===== config.mk =====
export PLATFORM = sky130hd
export DESIGN_NAME = collect_2x1_cmd_flow_seq_flat
export DESIGN_NICKNAME = d
export VERILOG_FILES = /design/src/rtl/collect_2x1_cmd_flow_seq_if.sv /design/src/rtl/collect_2x1_cmd_flow_seq.sv /design/src/flat_wrapper.sv
export SDC_FILE = /design/constraint.sdc
export NUM_CORES = 1
export LEC_CHECK = 0
export BUFFER_PORTS_ARGS = -buffer_cell sky130_fd_sc_hd__buf_2
export CAP_MARGIN = 20
export CORE_MARGIN = 1.5
export CORE_UTILIZATION = 34
export DETAILED_ROUTE_END_ITERATION = 12
export HOLD_SLACK_MARGIN = 0.02
export SETUP_SLACK_MARGIN = 0.3
export SLEW_MARGIN = 10
export SYNTH_ARGS = -nofsm -noshare
export SYNTH_HDL_FRONTEND = slang
export SYNTH_SLANG_ARGS = --single-unit

===== constraint.sdc =====
create_clock -name clk -period 2.6 [get_ports clk]
set_input_delay 0.13 -clock clk [delete_from_list [all_inputs] [get_ports clk]]
set_output_delay 0.13 -clock clk [all_outputs]
set_load 0.1 [all_outputs]

===== src/rtl/collect_2x1_cmd_flow_seq_if.sv =====
// Bundle of the two upstream flows and the merged downstream flow of the 2x1 collect node.
// Each input is taken when i_valid[k] and o_ready[k] are both high at a rising edge; the output is qualified by o_valid.
interface collect_2x1_cmd_flow_seq_if #(
   parameter int DATA_WIDTH            = 32,
   parameter int DESTINATION_TAG_WIDTH = 1,
   parameter int IN_COMMAND_WIDTH      = 1
);
   localparam int OUT_COMMAND_WIDTH = IN_COMMAND_WIDTH + DESTINATION_TAG_WIDTH;

   logic [1:0]                     i_valid;
   logic [2*DATA_WIDTH-1:0]        i_data_bus;
   logic [2*IN_COMMAND_WIDTH-1:0]  i_cmd;
   logic [1:0]                     o_ready;
   logic                           i_en;
   logic                           o_valid;
   logic [DATA_WIDTH-1:0]          o_data_bus;
   logic [OUT_COMMAND_WIDTH-1:0]   o_cmd;

   modport master (
      output i_valid, i_data_bus, i_cmd, i_en,
      input  o_ready, o_valid, o_data_bus, o_cmd
   );

   modport slave (
      input  i_valid, i_data_bus, i_cmd, i_en,
      output o_ready, o_valid, o_data_bus, o_cmd
   );
endinterface


===== src/rtl/collect_2x1_cmd_flow_seq.sv =====
// 2-to-1 collect node: two input FIFOs drained by a round-robin arbiter into one registered output,
// prepending a source tag (1 = high, 0 = low) to the winner's command.
module collect_2x1_cmd_flow_seq #(
   parameter int DATA_WIDTH            = 32,
   parameter int DESTINATION_TAG_WIDTH = 1,
   parameter int IN_COMMAND_WIDTH      = 1,
   parameter int FIFO_DEPTH            = 2
) (
   input  logic                       clk,
   input  logic                       rst,
   collect_2x1_cmd_flow_seq_if.slave  bus
);
   localparam int OUT_COMMAND_WIDTH = IN_COMMAND_WIDTH + DESTINATION_TAG_WIDTH;
   localparam int PW   = IN_COMMAND_WIDTH + DATA_WIDTH;
   localparam int AW   = $clog2(FIFO_DEPTH);
   localparam int CNTW = AW + 1;

   logic [PW-1:0]   mem_q    [2][FIFO_DEPTH];
   logic [AW-1:0]   wr_ptr_q [2];
   logic [AW-1:0]   wr_ptr_d [2];
   logic [AW-1:0]   rd_ptr_q [2];
   logic [AW-1:0]   rd_ptr_d [2];
   logic [CNTW-1:0] cnt_q    [2];
   logic [CNTW-1:0] cnt_d    [2];
   logic [PW-1:0]   entry_in [2];
   logic [PW-1:0]   head     [2];

   logic [1:0] ready;
   logic [1:0] push;
   logic [1:0] pop;
   logic [1:0] nempty;
   logic       sel;
   logic       do_pop;
   logic       rr_q, rr_d;

   logic                         valid_q, valid_d;
   logic [DATA_WIDTH-1:0]        data_q, data_d;
   logic [OUT_COMMAND_WIDTH-1:0] cmd_q, cmd_d;

   // Ready comes from the registered count only, so a full FIFO stays not-ready even while being popped.
   always_comb begin
      for (int k = 0; k < 2; k++) begin
         ready[k]    = cnt_q[k] < CNTW'(FIFO_DEPTH);
         push[k]     = bus.i_valid[k] & ready[k];
         nempty[k]   = cnt_q[k] != '0;
         entry_in[k] = {bus.i_cmd[k*IN_COMMAND_WIDTH +: IN_COMMAND_WIDTH],
                        bus.i_data_bus[k*DATA_WIDTH +: DATA_WIDTH]};
         head[k]     = mem_q[k][rd_ptr_q[k]];
      end
   end

   always_comb begin
      sel     = (nempty == 2'b11) ? rr_q : nempty[1];
      do_pop  = bus.i_en & (|nempty);
      pop     = 2'b00;
      rr_d    = rr_q;
      valid_d = valid_q;
      data_d  = data_q;
      cmd_d   = cmd_q;
      if (bus.i_en) begin
         valid_d = |nempty;
      end
      if (do_pop) begin
         pop[sel] = 1'b1;
         rr_d     = ~sel;
         data_d   = head[sel][DATA_WIDTH-1:0];
         cmd_d    = {DESTINATION_TAG_WIDTH'(sel), head[sel][PW-1:DATA_WIDTH]};
      end
   end

   always_comb begin
      for (int k = 0; k < 2; k++) begin
         wr_ptr_d[k] = wr_ptr_q[k] + AW'(push[k]);
         rd_ptr_d[k] = rd_ptr_q[k] + AW'(pop[k]);
         cnt_d[k]    = cnt_q[k] + CNTW'(push[k]) - CNTW'(pop[k]);
      end
   end

   // Storage is left unreset; only the pointers and counts decide what is live.
   always_ff @(posedge clk) begin
      for (int k = 0; k < 2; k++) begin
         if (push[k]) mem_q[k][wr_ptr_q[k]] <= entry_in[k];
      end
   end

   always_ff @(posedge clk) begin
      if (rst) begin
         for (int k = 0; k < 2; k++) begin
            wr_ptr_q[k] <= '0;
            rd_ptr_q[k] <= '0;
            cnt_q[k]    <= '0;
         end
         rr_q    <= 1'b0;
         valid_q <= 1'b0;
         data_q  <= '0;
         cmd_q   <= '0;
      end else begin
         for (int k = 0; k < 2; k++) begin
            wr_ptr_q[k] <= wr_ptr_d[k];
            rd_ptr_q[k] <= rd_ptr_d[k];
            cnt_q[k]    <= cnt_d[k];
         end
         rr_q    <= rr_d;
         valid_q <= valid_d;
         data_q  <= data_d;
         cmd_q   <= cmd_d;
      end
   end

   assign bus.o_ready    = ready;
   assign bus.o_valid    = valid_q;
   assign bus.o_data_bus = data_q;
   assign bus.o_cmd      = cmd_q;
endmodule


===== src/flat_wrapper.sv =====
// flat-port wrapper written by rule: the top's interface ports become plain ports
module collect_2x1_cmd_flow_seq_flat 
#(
   parameter int DATA_WIDTH            = 32,
   parameter int DESTINATION_TAG_WIDTH = 1,
   parameter int IN_COMMAND_WIDTH      = 1,
   parameter int FIFO_DEPTH            = 2
)
  (clk, rst, bus_i_valid, bus_i_data_bus, bus_i_cmd, bus_i_en, bus_o_ready, bus_o_valid, bus_o_data_bus, bus_o_cmd);
  collect_2x1_cmd_flow_seq_if #(.DATA_WIDTH(DATA_WIDTH), .DESTINATION_TAG_WIDTH(DESTINATION_TAG_WIDTH), .IN_COMMAND_WIDTH(IN_COMMAND_WIDTH)) bus_i ();
  input  logic clk;
  input  logic rst;
  input wire logic [$bits(bus_i.i_valid)-1:0] bus_i_valid;
  input wire logic [$bits(bus_i.i_data_bus)-1:0] bus_i_data_bus;
  input wire logic [$bits(bus_i.i_cmd)-1:0] bus_i_cmd;
  input wire logic [$bits(bus_i.i_en)-1:0] bus_i_en;
  output wire logic [$bits(bus_i.o_ready)-1:0] bus_o_ready;
  output wire logic [$bits(bus_i.o_valid)-1:0] bus_o_valid;
  output wire logic [$bits(bus_i.o_data_bus)-1:0] bus_o_data_bus;
  output wire logic [$bits(bus_i.o_cmd)-1:0] bus_o_cmd;
  assign bus_i.i_valid = bus_i_valid;
  assign bus_i.i_data_bus = bus_i_data_bus;
  assign bus_i.i_cmd = bus_i_cmd;
  assign bus_i.i_en = bus_i_en;
  assign bus_o_ready = bus_i.o_ready;
  assign bus_o_valid = bus_i.o_valid;
  assign bus_o_data_bus = bus_i.o_data_bus;
  assign bus_o_cmd = bus_i.o_cmd;
  collect_2x1_cmd_flow_seq #(.DATA_WIDTH(DATA_WIDTH), .DESTINATION_TAG_WIDTH(DESTINATION_TAG_WIDTH), .IN_COMMAND_WIDTH(IN_COMMAND_WIDTH), .FIFO_DEPTH(FIFO_DEPTH)) u_core (.clk(clk), .rst(rst), .bus(bus_i));
endmodule

# Word level (Yosys, flattened, before mapping)
# Memories as Yosys holds them, arrays and structs flattened.
# Index checks and enable logic that the tools add are counted.
# op_classes
eq_ne	1
n_lt_le_gt_ge	11
mux	30
bitwise_logic	15
n_addsub	8
reduce_logical	6
# op_table
op	count
$mux 33	11
$mux 66	2
$demux 33 s1	2
$mux 1	11
$ge 2x2->1 const B	5
$not 1->2	5
$mux 2	3
$or 1x1->1	6
$add 1x1->1	4
$add 2x1->2	2
$lt 2x1->1 const B	2
$lt 2x2->1 const B	2
$reduce_bool 2->1	2
$sub 2x1->2	2
$and 1x1->1	3
$logic_and 1x1->1	3
$eq 2x2->1 const B	1
$lt 1x2->1 const B	1
$reduce_or 2->1	1
$demux 1 s1	1
$ge 1x1->1 const B	1
$not 1->1	1
# totals
ramBits	140
word_cells	79
out_inout_bits	37
register_bits	36
mem_count	4
inputBits	71
# mem_list
name	words	width	rd	rd_ports_with_merged_regs	write_ports	line	source
u_core.mem_q	2	66	2	0	2	collect_2x1_cmd_flow_seq.sv:18	logic [PW-1:0] mem_q [2][FIFO_DEPTH];
u_core.cnt_q	2	2	2	0	2	collect_2x1_cmd_flow_seq.sv:23	logic [CNTW-1:0] cnt_q [2];
u_core.rd_ptr_q	2	1	2	0	2	collect_2x1_cmd_flow_seq.sv:21	logic [AW-1:0] rd_ptr_q [2];
u_core.wr_ptr_q	2	1	2	0	2	collect_2x1_cmd_flow_seq.sv:19	logic [AW-1:0] wr_ptr_q [2];

# Longest topological paths before layout
# logic_depth
depth_word	10
ltp_mapped	10
depth_no_buf	8

# Worst setup path after synthesis
# Ideal clock, no wire load.
# synth_timing
kind	reg2reg
start	mem u_core.cnt_q[0][1] in the netlist's numbering
end	mem u_core.mem_q[0][0] in the netlist's numbering (enable)
path_slack_ns	0.736
arrival_time_ns	1.471
required_ns	2.207
path_stages_with_launch	3
setup_ns	0.393
period_less_slack_ns	1.864
n_path_buf	0
path_cell_list	dfxtp_1 > and2b_2 > ha_1
# synth_lines
element	line
start: declaration	collect_2x1_cmd_flow_seq.sv:23
end: declaration	collect_2x1_cmd_flow_seq.sv:18

==> flow_summary.json <==
{
  "final.setup.tns_ns": 0,
  "drive_gt1_share_pct": 34.7,
  "reg2reg_slack_ns": 0.54,
  "wl_met2_um": 7170,
  "min_to": "u_core.bus.o_valid$_SDFFE_PP0P_",
  "io_buffers": 107,
  "dieArea_um2": 20500,
  "ys_seq_area_share_pct": 72.4,
  "synth_nets": 465,
  "clock.fmax_mhz": 486,
  "rsz0062_at_grt": "false",
  "wl_met1_um": 6670,
  "highest_layer": "met4",
  "layout_min_cycle_time_ns": 2.06,
  "vias": 3985,
  "synth_top_area_share_pct": 59.2,
  "cts_inserted_buffers": 17,
  "synth.most_common_cell": "edfxtp_1",
  "worst_pin_slew_ns": 0.847,
  "firstDrtPassIters": 4,
  "ys_warn_count": 0,
  "cts_resized": 0,
  "clk_latency_ns": 0.41,
  "synth_area_um2": 6690,
  "clk_pin_slew_worst_paths_ns": 0.07,
  "root_buffer": "clkbuf_16",
  "finClkSkew_ns": 0.00805,
  "dp_hpwl_um": 9280,
  "grt_remaining_overflow": 0,
  "antennaDiodeCount": 0,
  "drt_iter0_drc": 193,
  "cp-start-kind": "register",
  "period_share_pct": 79.2,
  "drcViolationCount": 0,
  "cp.arrival_ns": 2.42,
  "io_pins": 108,
  "grt_pass1_wl_um": 22700,
  "synthTopCellsByCount": "132 x edfxtp_1, 44 x dfxtp_1, 34 x mux2_2",
  "met3_length_um": 616,
  "core_area_um2": 19400,
  "power_density_nw_per_um2": 1130,
  "totalWireLength_um": 14600,
  "nets": 643,
  "dp_cells": 743,
  "clock_tree.buffer_depth": 2,
  "synth_ff_type": "edfxtp_1",
  "setup_violations": 0,
  "dieHeight_um": 143,
  "grtUsageTotal_pct": 15.0,
  "synth_edf_count": 132,
  "path_class": "register to register",
  "path_cells": "o21ba_2 > a211oi_4 > buf_4 > a221o_1",
  "avgRoutedWirePerCell_um": 17.3,
  "r2r_end": "u_core.bus.o_data_bus[22]$_SDFFE_PP0N_",
  "cpPeakStageDelay_ns": 0.72,
  "grt_pass1_vias": 4277,
  "netlist_top_cells_area": "edfxtp_1 59%, dfxtp_1 13%, mux2_2 5.7%, mux2i_1 4.9%, a221o_1 4.6%",
  "ys_ff_latch": 176,
  "maxCapViolCount": 0,
  "min_delay_path_depth": 3,
  "clock-sinks": 176,
  "grt_max_degree": 37,
  "final_cells": 842,
  "htree_levels": 4,
  "syn_to_final_growth_pct": 31.2,
  "cts_tree": "built",
  "drtAntennaViolNets": 0,
  "slowest_stage": "a211oi_4",
  "viasPerCell": 4.73,
  "ys_types": 30,
  "slew_headroom_pct": 43.4,
  "avgSynthCellArea_um2": 17.3,
  "r2r_cells": 4,
  "p_leak_nw": 3.22,
  "run_status": "completed",
  "rows": 51,
  "hold_start": "bus_i_en",
  "timing.rr.start": "u_core.cnt_q[0][1]$_SDFF_PP0_",
  "setup_slack_ns": 0.541,
  "syn_inst": 386,
  "drv_slew": 0,
  "die_w_um": 143,
  "hold_class": "primary input to register",
  "dp_slack_ns": 0.574,
  "crit_path_end_kind": "register",
  "hold_viol_final": 0,
  "total_power_mw": 9.93,
  "gp_congestion": 0.716,
  "start_util_pct": 34.5,
  "antenna_found_initial": 0,
  "crit_path_max_fanout": 18,
  "ir_drop_v": 0.000698,
  "hold_ws_ns": 0.0536,
  "async_flop_share_pct": 0,
  "synth_top_area_cell": "edfxtp_1",
  "cp.required_ns": 2.96
}
[layer usage]
layer | vias up | GRT usage [%]
met5 | - | 0
met4 | 0 | 4.83
met3 | 9 | 3.90
met2 | 88 | 25.2
met1 | 1986 | 18.8
li1 | 1902 | -
[worst max-delay path: cells and delay by family, from the launching register on]
family,cells,cell delay (ns)
buf+inv,1,0.39
compound gates,3,1.19
flops,1,0.42
[cell type report]
type,count,area [µm²]
inverters,8,30.0
multi-input cells,175,1620
fillers,1745,10600
well taps,265,332
repair buffers,186,1370
clock buffers,19,443
clock inverters,13,138
flip-flops and latches,176,4850
[power by group]
group	internal [mW]	switching (mW)	leakage, nW
combinational	0.986	2.46	1.34
clock	1.44	1.05	0.280
sequential	3.64	0.344	1.59
total	6.07	3.85	3.22
[kinds of logic (layout without fill, tap and decap cells)]
kind of cell | after synthesis | in the layout | share of synthesized area [%]
flip-flops | 176 | 176 | 72.4
AO/OA/AOI/OAI | 44 | 44 | 6.58
AND/OR/NAND/NOR | 52 | 52 | 4.64
adder cells (fa/ha/maj) | 8 | 8 | 1.50
multiplexers | 67 | 67 | 10.7
buffers and inverters | 35 | 226 | 3.72
XOR/XNOR | 4 | 4 | 0.524
[state kept, by name, summed over array words and instances (netlist names)]
register               count
u_core.rr_q                1
u_core.cnt_q               4
u_core.wr_ptr_q            2
u_core.rd_ptr_q            2
u_core.bus.o_data_bus     32
u_core.mem_q             132
u_core.bus.o_valid         1
u_core.bus.o_cmd           2
[cell usage in the layout (no fill, tap or decap), types with 6 or more instances in the layout]
cell / n
a221o_1: 31
buf_12: 6
buf_2: 107
buf_4: 6
clkbuf_16: 17
dfxtp_1: 42
dlygate4sd3_1: 67
edfxtp_1: 132
inv_1: 8
mux2_2: 34
mux2i_1: 33
nor2_1: 9
nor4_1: 33
[worst max path at each step]
stage | start | endpoint | cells past startpoint
finish | u_core.cnt_q[0][1]$_SDFF_PP0_ | u_core.bus.o_data_bus[22]$_SDFFE_PP0N_ | 4
global placement | u_core.cnt_q[0][1]$_SDFF_PP0_ | u_core.bus.o_data_bus[19]$_SDFFE_PP0N_ | 4
global route | u_core.cnt_q[0][1]$_SDFF_PP0_ | u_core.bus.o_data_bus[22]$_SDFFE_PP0N_ | 4
floorplan | u_core.cnt_q[0][1]$_SDFF_PP0_ | u_core.mem_q[0][0]$_DFFE_PP_ | 2
detailed placement | u_core.cnt_q[0][1]$_SDFF_PP0_ | u_core.bus.o_data_bus[20]$_SDFFE_PP0N_ | 4
CTS | u_core.cnt_q[0][1]$_SDFF_PP0_ | u_core.bus.o_data_bus[25]$_SDFFE_PP0N_ | 4
[timing repair]
action                    CTS  global route
hold buffers               67             0
hold endpoints to repair  133             0
buffers inserted            0             0
[per-stage QoR]
step | instance area [µm²] | utilization, %
after floorplan | 6690 | -
after global routing | 8780 | 45.3
after global placement | 7530 | 38.8
after detailed placement | 7530 | 38.8
final | 8780 | 45.3
after CTS | 8780 | 45.3
(Power assumes the default switching activity.)
